===== src/rtl/chess_pkg.sv =====
// Shared chess encodings: piece/colour codes, controller state encoding and
// square-address field helpers. Squares are encoded {row[2:0], col[2:0]}.
package chess_pkg;

    localparam int SQ_COUNT = 64;
    localparam int SQ_W     = 6;
    localparam int PIECE_W  = 4;
    localparam int BOARD_W  = SQ_COUNT * PIECE_W;

    localparam logic COLOR_WHITE = 1'b0;
    localparam logic COLOR_BLACK = 1'b1;

    localparam logic [2:0] PIECE_NONE   = 3'd0;
    localparam logic [2:0] PIECE_PAWN   = 3'd1;
    localparam logic [2:0] PIECE_KNIGHT = 3'd2;
    localparam logic [2:0] PIECE_BISHOP = 3'd3;
    localparam logic [2:0] PIECE_ROOK   = 3'd4;
    localparam logic [2:0] PIECE_QUEEN  = 3'd5;
    localparam logic [2:0] PIECE_KING   = 3'd6;

    typedef enum logic [1:0] {
        ST_IDLE   = 2'd0,
        ST_INIT   = 2'd1,
        ST_MV_DST = 2'd2,
        ST_MV_SRC = 2'd3
    } state_t;

    function automatic logic [2:0] sq_row(input logic [SQ_W-1:0] sq);
        return sq[5:3];
    endfunction

    function automatic logic [2:0] sq_col(input logic [SQ_W-1:0] sq);
        return sq[2:0];
    endfunction

    function automatic logic [PIECE_W-1:0] make_piece(input logic color, input logic [2:0] kind);
        return {color, kind};
    endfunction

endpackage


===== src/rtl/board_init_rom.sv =====
// Combinational starting-position table: square index -> initial piece code.
// Black occupies rows 0-1, white rows 6-7, rows 2-5 are empty.
module board_init_rom
    import chess_pkg::*;
(
    input  logic [SQ_W-1:0]    idx,
    output logic [PIECE_W-1:0] piece
);

    logic [2:0] row;
    logic [2:0] col;
    logic [2:0] back_rank;

    assign row = sq_row(idx);
    assign col = sq_col(idx);

    always_comb begin
        back_rank = PIECE_KING;
        case (col)
            3'd0, 3'd7: back_rank = PIECE_ROOK;
            3'd1, 3'd6: back_rank = PIECE_KNIGHT;
            3'd2, 3'd5: back_rank = PIECE_BISHOP;
            3'd3:       back_rank = PIECE_QUEEN;
            default:    back_rank = PIECE_KING;
        endcase
    end

    always_comb begin
        piece = '0;
        case (row)
            3'd0:    piece = make_piece(COLOR_BLACK, back_rank);
            3'd1:    piece = make_piece(COLOR_BLACK, PIECE_PAWN);
            3'd6:    piece = make_piece(COLOR_WHITE, PIECE_PAWN);
            3'd7:    piece = make_piece(COLOR_WHITE, back_rank);
            default: piece = '0;
        endcase
    end

endmodule


===== src/rtl/board_ctrl.sv =====
// Board register file owner: arbitrates new-game init > move > single write onto
// one square write port. Optional capture log enabled by BOARD_CAPTURE_LOG_EN.
module board_ctrl
    import chess_pkg::*;
#(
    parameter int INIT_ON_RESET = 1
)(
    input  logic               CLK,
    input  logic               RESET,
    input  logic               INIT_REQ,
    input  logic               MV_VALID,
    output logic               MV_READY,
    input  logic [SQ_W-1:0]    MV_SRC,
    input  logic [SQ_W-1:0]    MV_DST,
    input  logic               WR_VALID,
    output logic               WR_READY,
    input  logic [SQ_W-1:0]    WR_ADDR,
    input  logic [PIECE_W-1:0] WR_PIECE,
    output logic [BOARD_W-1:0] BOARD,
    output logic               BUSY,
    output logic               DONE
`ifdef BOARD_CAPTURE_LOG_EN
    ,
    output logic [3:0]         CAPT_PIECE,
    output logic [3:0]         CAPT_CNT_W,
    output logic [3:0]         CAPT_CNT_B
`endif
);

    state_t               state_reg;
    state_t               state_next;
    logic [SQ_W-1:0]      idx_reg;
    logic [SQ_W-1:0]      src_reg;
    logic [SQ_W-1:0]      dst_reg;
    logic [PIECE_W-1:0]   piece_reg;
    logic                 done_reg;
    logic [PIECE_W-1:0]   rom_piece;

    logic                 init_go;
    logic                 mv_accept;
    logic                 wr_accept;
    logic                 sq_we;
    logic [SQ_W-1:0]      sq_waddr;
    logic [PIECE_W-1:0]   sq_wdata;

    board_init_rom u_rom (
        .idx   (idx_reg),
        .piece (rom_piece)
    );

    assign init_go   = (state_reg == ST_IDLE) && INIT_REQ;
    assign mv_accept = MV_READY && MV_VALID;
    assign wr_accept = WR_READY && WR_VALID;

    always_ff @(posedge CLK) begin
        if (RESET) begin
            state_reg <= (INIT_ON_RESET != 0) ? ST_INIT : ST_IDLE;
        end else begin
            state_reg <= state_next;
        end
    end

    always_comb begin
        state_next = state_reg;
        case (state_reg)
            ST_IDLE: begin
                if (INIT_REQ)
                    state_next = ST_INIT;
                else if (MV_VALID)
                    state_next = ST_MV_DST;
            end
            ST_INIT:   if (idx_reg == 6'd63) state_next = ST_IDLE;
            ST_MV_DST: state_next = ST_MV_SRC;
            ST_MV_SRC: state_next = ST_IDLE;
            default:   state_next = ST_IDLE;
        endcase
    end

    // Ready is forced low during reset even when the reset state is IDLE.
    always_comb begin
        BUSY     = (state_reg != ST_IDLE);
        MV_READY = !RESET && (state_reg == ST_IDLE) && !INIT_REQ;
        WR_READY = !RESET && (state_reg == ST_IDLE) && !INIT_REQ && !MV_VALID;
    end

    // Single shared square write port; a move onto itself skips the clear.
    always_comb begin
        sq_we    = 1'b0;
        sq_waddr = '0;
        sq_wdata = '0;
        case (state_reg)
            ST_IDLE: begin
                if (wr_accept) begin
                    sq_we    = 1'b1;
                    sq_waddr = WR_ADDR;
                    sq_wdata = WR_PIECE;
                end
            end
            ST_INIT: begin
                sq_we    = 1'b1;
                sq_waddr = idx_reg;
                sq_wdata = rom_piece;
            end
            ST_MV_DST: begin
                sq_we    = 1'b1;
                sq_waddr = dst_reg;
                sq_wdata = piece_reg;
            end
            ST_MV_SRC: begin
                sq_we    = (src_reg != dst_reg);
                sq_waddr = src_reg;
                sq_wdata = '0;
            end
            default: sq_we = 1'b0;
        endcase
    end

    always_ff @(posedge CLK) begin
        if (RESET) begin
            idx_reg   <= '0;
            src_reg   <= '0;
            dst_reg   <= '0;
            piece_reg <= '0;
            done_reg  <= 1'b0;
        end else begin
            done_reg <= ((state_reg == ST_INIT) && (idx_reg == 6'd63)) ||
                        (state_reg == ST_MV_SRC) || wr_accept;
            if (init_go)
                idx_reg <= '0;
            else if (state_reg == ST_INIT)
                idx_reg <= idx_reg + 6'd1;
            if (mv_accept) begin
                src_reg   <= MV_SRC;
                dst_reg   <= MV_DST;
                piece_reg <= BOARD[{MV_SRC, 2'b00} +: PIECE_W];
            end
        end
    end

    assign DONE = done_reg;

    genvar gi;
    generate
        for (gi = 0; gi < SQ_COUNT; gi++) begin : g_sq
            logic [PIECE_W-1:0] sq_reg;
            always_ff @(posedge CLK) begin
                if (RESET)
                    sq_reg <= '0;
                else if (sq_we && (sq_waddr == SQ_W'(gi)))
                    sq_reg <= sq_wdata;
            end
            assign BOARD[gi*PIECE_W +: PIECE_W] = sq_reg;
        end
    endgenerate

`ifdef BOARD_CAPTURE_LOG_EN
    logic [3:0]         capt_piece_reg;
    logic [3:0]         capt_cnt_w_reg;
    logic [3:0]         capt_cnt_b_reg;
    logic [PIECE_W-1:0] dst_old;

    assign dst_old = BOARD[{dst_reg, 2'b00} +: PIECE_W];

    // Sampled before the MV_DST write lands, so dst_old is the victim.
    always_ff @(posedge CLK) begin
        if (RESET || init_go) begin
            capt_piece_reg <= '0;
            capt_cnt_w_reg <= '0;
            capt_cnt_b_reg <= '0;
        end else if ((state_reg == ST_MV_DST) && (dst_old[2:0] != PIECE_NONE)) begin
            capt_piece_reg <= dst_old;
            if (dst_old[3] == COLOR_BLACK) begin
                if (capt_cnt_b_reg != 4'hF)
                    capt_cnt_b_reg <= capt_cnt_b_reg + 4'd1;
            end else begin
                if (capt_cnt_w_reg != 4'hF)
                    capt_cnt_w_reg <= capt_cnt_w_reg + 4'd1;
            end
        end
    end

    assign CAPT_PIECE = capt_piece_reg;
    assign CAPT_CNT_W = capt_cnt_w_reg;
    assign CAPT_CNT_B = capt_cnt_b_reg;
`endif

endmodule

===== config.mk =====
export PLATFORM = sky130hd
export DESIGN_NAME = board_ctrl
export DESIGN_NICKNAME = d
export VERILOG_FILES = /design/src/rtl/chess_pkg.sv /design/src/rtl/board_init_rom.sv /design/src/rtl/board_ctrl.sv
export SDC_FILE = /design/constraint.sdc
export NUM_CORES = 1
export LEC_CHECK = 0
export ABC_CLOCK_PERIOD_IN_PS = 2890
export CAP_MARGIN = 20
export CORE_UTILIZATION = 47
export CTS_CLUSTER_DIAMETER = 150
export CTS_CLUSTER_SIZE = 30
export DETAILED_ROUTE_END_ITERATION = 7
export MAX_ROUTING_LAYER = met4
export PLACE_DENSITY = 0.77
export SLEW_MARGIN = 20
export SYNTH_ARGS = -nofsm -noshare
export SYNTH_HDL_FRONTEND = slang
export SYNTH_HIERARCHICAL = 1
export SYNTH_SLANG_ARGS = --single-unit

===== constraint.sdc =====
create_clock -name CLK -period 2.89 [get_ports CLK]
set_clock_uncertainty 0.05 [all_clocks]
set_input_delay 0.578 -clock CLK [delete_from_list [all_inputs] [get_ports CLK]]
set_output_delay 0.578 -clock CLK [all_outputs]
set_load 0.01 [all_outputs]

; ---- After elaboration in Yosys (flattened, before gate mapping)
; Index checks and enable logic that the tools add are counted.
[classes]
reduce_logical = 87
n_addsub = 1
eq_ne = 79
shifts = 1
n_mux = 12
[op_table]
columns = op, n
row1 = $shiftx 256x9->4, 1
row2 = $eq 6x6->1 const B, 33
row3 = $eq 6x5->1 const B, 16
row4 = $logic_and 1x1->1, 71
row5 = $eq 6x4->1 const B, 8
row6 = $pmux 4 s4, 2
row7 = $eq 6x3->1 const B, 4
row8 = $pmux 6 s4, 1
row9 = $eq 3x3->1 const B, 5
row10 = $eq 6x2->1 const B, 2
row11 = $pmux 3 s4, 1
row12 = $reduce_or 2->1, 5
row13 = $pmux 2 s4, 1
row14 = $add 6x1->6 const B, 1
row15 = $eq 3x1->1 const B, 2
row16 = $eq 3x2->1 const B, 2
row17 = $eq 6x1->1 const B, 1
row18 = $logic_not 3->1, 2
row19 = $logic_not 6->1, 1
row20 = $mux 2, 3
row21 = $mux 6, 1
row22 = $ne 6x6->1, 1
row23 = $eq 2x2->1 const B, 2
row24 = $mux 4, 1
row25 = other kinds (10), 13
[totals]
input_bits = 27
output_inout_bits = 260
regBits = 281

; ---- Logic depth before layout (Yosys ltp)
; Gate-level depths: netlist (run 1).
[logic_depth]
depth_word = 9
mapped_depth = 11
depth_no_buf = 8

; ---- Cells and area by module
; Netlist (run 1), hierarchy kept.
[modules_own_cells]
columns = mod, seq_area_each_um2, area_per_inst_um2, n_inst, cells_each
row1 = board_ctrl, 5625.4, 13644.3, 1, 1264
row2 = board_init_rom, 0.0, 98.8, 1, 15

; ---- Least setup slack after synthesis (run 1)
; No wires, ideal clock.
[synth_timing]
path_type = in2reg
startpoint = input port RESET
endpoint = register g_sq[14].sq_reg[0]
path_slack_ns = 0.105
arrival_ns = 2.663
t_required_ns = 2.768
cell_stages = 7
setup_ns = 0.072
n_path_buf = 2
cell_sequence = clkbuf_1 > or4b_1 > buf_2 > o32a_1 > a211o_1 > nor3_2 > mux2i_1
[synth_between]
elab_chain_cells = 9
word_cells_on_any_way = 13
[synth_lines]
columns = element, line_no
row1 = from (decl), board_ctrl.sv:9  ; input logic RESET,
row2 = $logic_not 1->1, board_ctrl.sv:83  ; WR_READY = !RESET && (state_reg == ST_IDLE) && !INIT_REQ && !MV_VALID;
row3 = $logic_and 1x1->1 (3 in series), board_ctrl.sv:83
row4 = $logic_and 1x1->1, board_ctrl.sv:53  ; assign wr_accept = WR_READY && WR_VALID;
row5 = $mux 6, board_ctrl.sv:93  ; if (wr_accept) begin
row6 = $pmux 6 s4, board_ctrl.sv:91  ; case (state_reg)
row7 = $eq 6x4->1, board_ctrl.sv:149  ; else if (sq_we && (sq_waddr == SQ_W'(gi)))
row8 = $logic_and 1x1->1, board_ctrl.sv:149
row9 = to (signal assigned), board_ctrl.sv:150  ; sq_reg <= sq_wdata;
row10 = to (decl), board_ctrl.sv:145  ; logic [PIECE_W-1:0] sq_reg;
; Several ways; a longest one is shown, not always the timed one.
; A chain may end at the register's enable or synchronous reset.

; ---- Worst setup path after layout (run 1)
[layout_timing]
startpoint = register state_reg[1]
endpoint = register g_sq[26].sq_reg[0]
[layout_between]
elab_chain_cells = 9
word_cells_on_any_way = 17
[layout_lines]
columns = element, line_no
row1 = from (decl), board_ctrl.sv:30  ; state_t state_reg;
row2 = from (signal assigned), board_ctrl.sv:57  ; state_reg <= (INIT_ON_RESET != 0) ? ST_INIT : ST_IDLE;
row3 = from (signal assigned), board_ctrl.sv:59  ; state_reg <= state_next;
row4 = $logic_not 2->1, "board_ctrl.sv:83, board_ctrl.sv:91"
row5 = $logic_and 1x1->1 (3 in series), board_ctrl.sv:83
row6 = $logic_and 1x1->1, board_ctrl.sv:53
row7 = $mux 6, board_ctrl.sv:93
row8 = $pmux 6 s4, board_ctrl.sv:91
row9 = $eq 6x5->1, board_ctrl.sv:149
row10 = $logic_and 1x1->1, board_ctrl.sv:149
row11 = to (signal assigned), board_ctrl.sv:150
row12 = to (decl), board_ctrl.sv:145
; Several ways; a longest one is shown, not always the timed one.

==> results.md, run 1 <==
- **Primary FF master, synth** sky130_fd_sc_hd__dfxtp_1
- **worst-margin pin slew** 0.770 ns
- **category of the worst setup path capture point** flop
- **CP required** 3.23 ns
- **final worst-path cycle share** 95.8%
- **hold depth** 2
- **maximum ir drop on the vdd rail** 0.000411 V
- **vias post-DR** 11500
- **Clk pin slew, worst setup/hold paths** 0.12 ns
- **CTS H-tree depth** 1
- **maximum root-to-sink buffer count** 3
- **total inserted antenna cells** 0
- **number of enable flip-flop cells after synthesis** 0
- **share of async-settable or async-resettable flops after synthesis** 0%
- **standard cell area after detailed placement** 0.0178 mm^2
- **via density per instance** 5.75
- **pin count of the biggest net entering global routing** 98
- **Clock Sink Count** 281
- **total routing usage reported by global routing** 30.1%
- **share of the yosys chip area belonging to registers** 40.9%
- **worst path setup slack after routing** 0.120 ns
- **worst skew pair latency** 0.50 ns
- **per-cell routed wire length** 22.7 um
- **first-pass GRT wire length** 68.4 mm
- **DRC Markers** 0
- **Seq cells post-synth** 281
- **type of the worst setup path** reg2reg
- **r2r setup slk** 0.12 ns
- **I/O pins** 287
- **start point of the worst min-delay path** piece_reg[0]
- **row cnt** 62
- **IO Port Bufs** 286
- **Startpoint Class** flop
- **number of standard cells after synthesis** 1279
- **power consumption** 0.00898 W
- **count of max-cap constraint violations** 0
- **fraction of final layout cells with drive strength greater than 1** 17.2%
- **post-route cell area** 0.0185 mm^2
- **placeable core area** 0.0287 mm^2
- **FMAX** 361 MHz
- **Avg Inst Size Synth** 10.7 um^2
- **Layout area overhead** 34.5%
- **Critical Path Fanout Max** 8
- **Rel. slew slack** 48.7%
- **number of global-route vias before repair** 11200
- **TritonCTS clock tree** yes
- **Horiz. Die Dim** 173 um
- **Hold Path Sink** piece_reg[0]
- **static leakage** 7.77 nW
- **Synth Net Count** 1312
- **Slew Viols, Final** 0
- **total congestion overflow** 0
- **effective utilization at floorplan** 47.9%
- **area of the mapped netlist** 0.0137 mm^2
- **power density of the placed cells** 486 mW/mm^2
- **Root Buffer** sky130_fd_sc_hd__clkbuf_16
- **total count of hold-check failures in the final report** 0
- **launch instance of the worst register-to-register path** state_reg[1]
- **Place WS** -0.546 ns
- **leading post-synthesis cells by cell area** sky130_fd_sc_hd__dfxtp_1, sky130_fd_sc_hd__mux2i_1, sky130_fd_sc_hd__nand2b_1
- **flip-flop count of the largest register, all copies and words added** 256
- **Hold WC Path Type** reg2reg
- **outcome** finished, final reports clean
- **Total Die Area** 0.0299 mm^2
- **Iteration-0 DRC Markers** 1115
- **number of nets in the layout** 1646
- **fraction of post-synthesis cell area in the top cell type by area** 40.9%
- **FF-to-FF End** g_sq[26].sq_reg[0]
- **most used standard cell by instance count after synthesis** sky130_fd_sc_hd__dfxtp_1
- **HPWL after DPL** 32.5 mm
- **Final Wtd Congestion** 0.879
- **number of antenna violations at the first check in global routing** 0
- **final number of setup-violating endpoints** 0
- **Routed Wire Length** 45.3 mm
- **DR pass1 iterations** 6
- **data arrival time at the worst-slack endpoint** 3.11 ns
- **number of buffers added by the clock tree synthesis step** 13
- **antenna viol nets, final** 0
- **minimum clock period** 2.77 ns
- **top post-synthesis cells by count** sky130_fd_sc_hd__dfxtp_1, sky130_fd_sc_hd__nand2b_1, sky130_fd_sc_hd__mux2i_1, sky130_fd_sc_hd__clkbuf_1, sky130_fd_sc_hd__nand3_1
- **die outline height** 173 um
- **number of warning messages in the yosys log** 6
- **synth unique cells** 54
- **cell taking the most area after synthesis** sky130_fd_sc_hd__dfxtp_1
- **R2R depth** 12
==> per-layer routing <==
layer / up-vias / routed length [um] / global-route usage [%]
met5: - / 0 / -
met4: 0 / 1520 / 9.11
met3: 81 / 3060 / 4.16
met2: 500 / 20800 / 46.4
met1: 5701 / 19900 / 41.0
li1: 5197 / - / -
==> critical path, cell delays in order (launching register included) <==
cell,delay [ns]
sky130_fd_sc_hd__dfxtp_2,0.39
sky130_fd_sc_hd__inv_4,0.06
sky130_fd_sc_hd__ha_2,0.22
sky130_fd_sc_hd__buf_4,0.15
sky130_fd_sc_hd__a222oi_1,0.36
sky130_fd_sc_hd__buf_4,0.19
sky130_fd_sc_hd__buf_4,0.11
sky130_fd_sc_hd__nor2_1,0.14
sky130_fd_sc_hd__nor4_4,0.35
sky130_fd_sc_hd__buf_4,0.16
sky130_fd_sc_hd__nand3_1,0.09
sky130_fd_sc_hd__buf_4,0.19
sky130_fd_sc_hd__mux2i_1,0.17
==> placed cells by master, fill, tap and decap left out, types with 3 or more instances in the layout <==
master / instances
sky130_fd_sc_hd__a211oi_2: 4
sky130_fd_sc_hd__mux4_2: 68
sky130_fd_sc_hd__nor4_4: 6
sky130_fd_sc_hd__and2_1: 3
sky130_fd_sc_hd__buf_4: 118
sky130_fd_sc_hd__nand3_1: 65
sky130_fd_sc_hd__nand3_2: 5
sky130_fd_sc_hd__xor2_1: 8
sky130_fd_sc_hd__mux2i_1: 266
sky130_fd_sc_hd__ha_1: 3
sky130_fd_sc_hd__a21oi_1: 6
sky130_fd_sc_hd__nor3_1: 4
sky130_fd_sc_hd__nor3_2: 8
sky130_fd_sc_hd__a22oi_1: 13
sky130_fd_sc_hd__xnor2_1: 4
sky130_fd_sc_hd__clkdlybuf4s50_1: 281
sky130_fd_sc_hd__nor2b_1: 5
sky130_fd_sc_hd__or2_2: 4
sky130_fd_sc_hd__a31oi_1: 4
sky130_fd_sc_hd__a21o_1: 3
sky130_fd_sc_hd__nand4_1: 9
sky130_fd_sc_hd__a222oi_1: 6
sky130_fd_sc_hd__inv_1: 4
sky130_fd_sc_hd__nor4_2: 3
sky130_fd_sc_hd__nand2_1: 33
sky130_fd_sc_hd__o22ai_1: 3
sky130_fd_sc_hd__dfxtp_1: 279
sky130_fd_sc_hd__nand2b_1: 277
sky130_fd_sc_hd__buf_12: 16
sky130_fd_sc_hd__nor2_1: 27
sky130_fd_sc_hd__o21ai_0: 14
sky130_fd_sc_hd__clkbuf_16: 15
==> cell families (layout without fill, tap and decap cells) <==
group           Yosys count  in the layout  synth area share [%]
simple gates            462            462                  20.0
mux                     334            334                  30.5
flops                   281            281                  40.9
buf+inv                 108            441                  3.07
compound gates           76             76                  4.16
xor+xnor                 12             12                 0.765
fa+ha+maj                 6              6                 0.546
==> metrics by stage <==
step | hold WS, ns | cells | TNS (ns) | util, %
floorplan | 0.376 | 1279 | 0 | -
global placement | 0.401 | 1976 | -99.09 | 62.2
detailed placement | 0.407 | 1976 | -98.18 | 62.2
CTS | 0.428 | 1992 | 0 | 63.5
global route | 0.455 | 1996 | -0.556 | 64.4
finish | 0.431 | 1996 | 0 | 64.4
==> worst max-delay path by stage <==
stage,from,end,slack (ns),cells past startpoint
after global placement,MV_VALID,g_sq[51].sq_reg[1],-0.54,9
after global routing,state_reg[1],g_sq[26].sq_reg[3],-0.07,12
after detailed placement,MV_VALID,g_sq[51].sq_reg[3],-0.55,9
after floorplan,RESET,g_sq[14].sq_reg[0],0.11,7
after CTS,state_reg[0],g_sq[26].sq_reg[0],0.004,10
final,state_reg[1],g_sq[26].sq_reg[0],0.12,12
==> where the power goes <==
group          total [W]  switching (W)  internal [W]
sequential       0.00403      0.0000725       0.00395
combinational    0.00285        0.00167       0.00118
clock            0.00211        0.00127      0.000841
==> what timing repair did <==
| action | CTS | global route |
|---|---|---|
| pin swaps | 2 | 9 |
| gates cloned | 0 | 2 |
| setup buffers | 2 | 3 |
| endpoints found under the setup margin | 211 | 213 |
| resized for setup | 10 | 34 |
| hold buffers | 0 | 0 |
==> cell type report <==
type / instances / area [um^2]
multi-input combinational: 890 / 7910
clock buffer: 13 / 325
sequential: 281 / 5630
fill: 2297 / 10200
timing repair buffer: 420 / 4080
inverter: 7 / 28.8
clock inverter: 1 / 20.0
tap: 384 / 480
(Power assumes the default switching activity.)
==> run 2, diff against run 1 <==
--- a/config.mk
+++ b/config.mk
@@ -13,6 +13,7 @@
 export DETAILED_ROUTE_END_ITERATION = 7
 export MAX_ROUTING_LAYER = met4
 export PLACE_DENSITY = 0.77
+export RECOVER_POWER = 100
 export SLEW_MARGIN = 20
 export SYNTH_ARGS = -nofsm -noshare
 export SYNTH_HDL_FRONTEND = slang
==> run 2 against run 1 <==
  * Register-to-register slack about the same
  * Largest power group unchanged
  * Sequential share of layout area up 0.28 points
  * Power down 0.97%
  * Largest cell class unchanged
  * Via count down 0.34%
  * Combinational power down 3%
  * Critical path depth down 2
  * Utilization down 0.59 points
  * Non-clock buffer count unchanged
  * Die area unchanged
  * Hold slack worse by 0.0020 ns
  * Highest routed layer unchanged
==> results.md, run 2 (synthesis results as in run 1) <==
- **worst-margin pin slew** 1.49 ns, was 0.770 ns
- **pin count of the biggest net entering global routing** 98, unchanged
- **total routing usage reported by global routing** 30.1%, unchanged
- **number of antenna violations at the first check in global routing** 0, unchanged
- **HPWL after DPL** 32.5 mm, unchanged
- **launch instance of the worst register-to-register path** state_reg[0], was state_reg[1]
- **Iteration-0 DRC Markers** 1108, was 1115
- **I/O pins** 287, unchanged
- **vias post-DR** 11400, was 11500
- **data arrival time at the worst-slack endpoint** 3.16 ns, was 3.11 ns
- **number of buffers added by the clock tree synthesis step** 13, unchanged
- **CP required** 3.26 ns, was 3.23 ns
- **flip-flop count of the largest register, all copies and words added** 256, unchanged
- **number of global-route vias before repair** 11200, unchanged
- **via density per instance** 5.73, was 5.75
- **standard cell area after detailed placement** 0.0178 mm^2, unchanged
- **post-route cell area** 0.0183 mm^2, was 0.0185 mm^2
- **worst skew pair latency** 0.50 ns, about the same
- **Multi-input gate area** 0.00784 mm^2, was 0.00791 mm^2
- **row cnt** 62, unchanged
- **fraction of met1 tracks used by global routing** 41.0%, unchanged
- **Most Crowded Layer GR** met2, unchanged
- **Startpoint Class** flop, unchanged
- **Final Wtd Congestion** 0.879, unchanged
- **FF-to-FF End** g_sq[46].sq_reg[0], was g_sq[26].sq_reg[0]
- **post-layout instance count excluding filler cells** 1996, unchanged
- **Total Die Area** 0.0299 mm^2, unchanged
- **Horiz. Die Dim** 173 um, unchanged
- **maximum ir drop on the vdd rail** 0.000406 V, was 0.000411 V
- **Hold Path Sink** piece_reg[0], unchanged
- **Hold WC Path Type** reg2reg, unchanged
- **most common cell after layout, fill and taps aside** sky130_fd_sc_hd__dfxtp_1, was sky130_fd_sc_hd__clkdlybuf4s50_1
- **start point of the worst min-delay path** piece_reg[0], unchanged
- **cell count after placement** 1976, unchanged
- **R2R depth** 10, was 12
- **total count of hold-check failures in the final report** 0, unchanged
- **die outline height** 173 um, unchanged
- **FF+latch area** 0.00563 mm^2, unchanged
- **DR pass1 iterations** 5, was 6
- **type of the worst setup path** reg2reg, unchanged
- **final worst-path cycle share** 96.4%, was 95.8%
- **final number of setup-violating endpoints** 0, unchanged
- **CTS H-tree depth** 1, unchanged
- **outcome** finished, final reports clean, unchanged
- **antenna viol nets, final** 0, unchanged
- **count of max-cap constraint violations** 0, unchanged
- **minimum clock period** 2.78 ns, was 2.77 ns
- **maximum root-to-sink buffer count** 3, unchanged
- **Clock Sink Count** 281, unchanged
- **r2r setup slk** 0.11 ns, was 0.12 ns
- **routing usage on met2** 46.4%, unchanged
- **effective utilization at floorplan** 47.9%, unchanged
- **static leakage** 8.63 nW, was 7.77 nW
- **fraction of final layout cells with drive strength greater than 1** 16.1%, was 17.2%
- **Rel. slew slack** 0.517%, was 48.7%
- **total congestion overflow** 0, unchanged
- **Slew Viols, Final** 0, unchanged
- **power consumption** 0.00889 W, was 0.00898 W
- **DRC Markers** 0, unchanged
- **Clk pin slew, worst setup/hold paths** 0.12 ns, about the same
- **Critical Path Fanout Max** 7, was 8
- **number of nets in the layout** 1646, unchanged
- **Routed Wire Length** 45.0 mm, was 45.3 mm
- **IO Port Bufs** 286, unchanged
- **hold depth** 2, unchanged
- **category of the worst setup path capture point** flop, unchanged
- **Layout area overhead** 33.2%, was 34.5%
- **highest-count cells in the layout ignoring fill and taps** sky130_fd_sc_hd__dfxtp_1, sky130_fd_sc_hd__nand2b_1, sky130_fd_sc_hd__mux2i_1, sky130_fd_sc_hd__dlygate4sd3_1, sky130_fd_sc_hd__buf_4, was sky130_fd_sc_hd__clkdlybuf4s50_1, sky130_fd_sc_hd__dfxtp_1, sky130_fd_sc_hd__nand2b_1, sky130_fd_sc_hd__mux2i_1, sky130_fd_sc_hd__buf_4
- **FMAX** 359 MHz, was 361 MHz
- **placeable core area** 0.0287 mm^2, unchanged
- **total inserted antenna cells** 0, unchanged
- **power density of the placed cells** 486 mW/mm^2, about the same
- **TritonCTS clock tree** yes, unchanged
- **per-cell routed wire length** 22.5 um, was 22.7 um
- **GR Layer Usage met3** 4.16%, unchanged
- **fill count** 2342, was 2297
- **first-pass GRT wire length** 68.4 mm, unchanged
- **Root Buffer** sky130_fd_sc_hd__clkbuf_16, unchanged
[run 2: timing repair]
item | in CTS | in global routing
hold buffers | 0 | 0
setup buffers | 2 | 3
pin swaps | 2 | 9
endpoints found under the setup margin | 211 | 213
gates resized for setup | 10 | 34
cloned | 0 | 2
[run 2: stage by stage]
step	TNS [ns]	setup slack, ns	utilization (%)	hold slack (ns)
2_1_floorplan	0	0.105	-	0.376
3_3_place_gp	-99.09	-0.536	62.2	0.401
3_5_place_dp	-98.18	-0.546	62.2	0.407
4_1_cts	0	0.00419	63.5	0.428
5_1_grt	-0.731	-0.0457	63.8	0.455
6_report	0	0.105	63.8	0.429
[run 2: layout make-up]
cell class,count,share of cell area [%]
Multi-Input combinational cell,890,42.8
Sequential cell,281,30.8
Timing Repair Buffer,420,21.8
Tap cell,384,2.62
Clock buffer,13,1.78
Inverter,7,0.144
Clock inverter,1,0.109
[run 2: power breakdown]
group,switching (W),total (W),internal [W]
clock network,0.00126,0.00210,0.000840
registers,0.0000695,0.00402,0.00395
logic,0.00165,0.00277,0.00112
[run 2: worst max path at each step]
stage | startpoint | endpoint | slack (ns) | depth (start not counted)
after floorplan | RESET | g_sq[14].sq_reg[0] | 0.11 | 7
after global placement | MV_VALID | g_sq[51].sq_reg[1] | -0.54 | 9
after detailed placement | MV_VALID | g_sq[51].sq_reg[3] | -0.55 | 9
after CTS | state_reg[0] | g_sq[26].sq_reg[0] | 0.004 | 10
after global routing | state_reg[1] | g_sq[26].sq_reg[3] | -0.05 | 12
final | state_reg[0] | g_sq[46].sq_reg[0] | 0.11 | 10
[run 2: per-layer routing]
metal,share of wire (%),wire length [um]
met5,0,0
met4,3.3,1490
met3,6.2,2800
met2,46,20700
met1,45,20000
[run 2: worst max-delay path: stages, from the launching register on]
cell                      delay, ns
sky130_fd_sc_hd__dfxtp_4       0.38
sky130_fd_sc_hd__inv_2         0.09
sky130_fd_sc_hd__ha_4          0.15
sky130_fd_sc_hd__or4b_4        0.53
sky130_fd_sc_hd__inv_1         0.16
sky130_fd_sc_hd__buf_4         0.12
sky130_fd_sc_hd__nand4_1       0.20
sky130_fd_sc_hd__a211o_1       0.43
sky130_fd_sc_hd__nor3_1        0.22
sky130_fd_sc_hd__buf_4         0.18
sky130_fd_sc_hd__mux2i_1       0.17
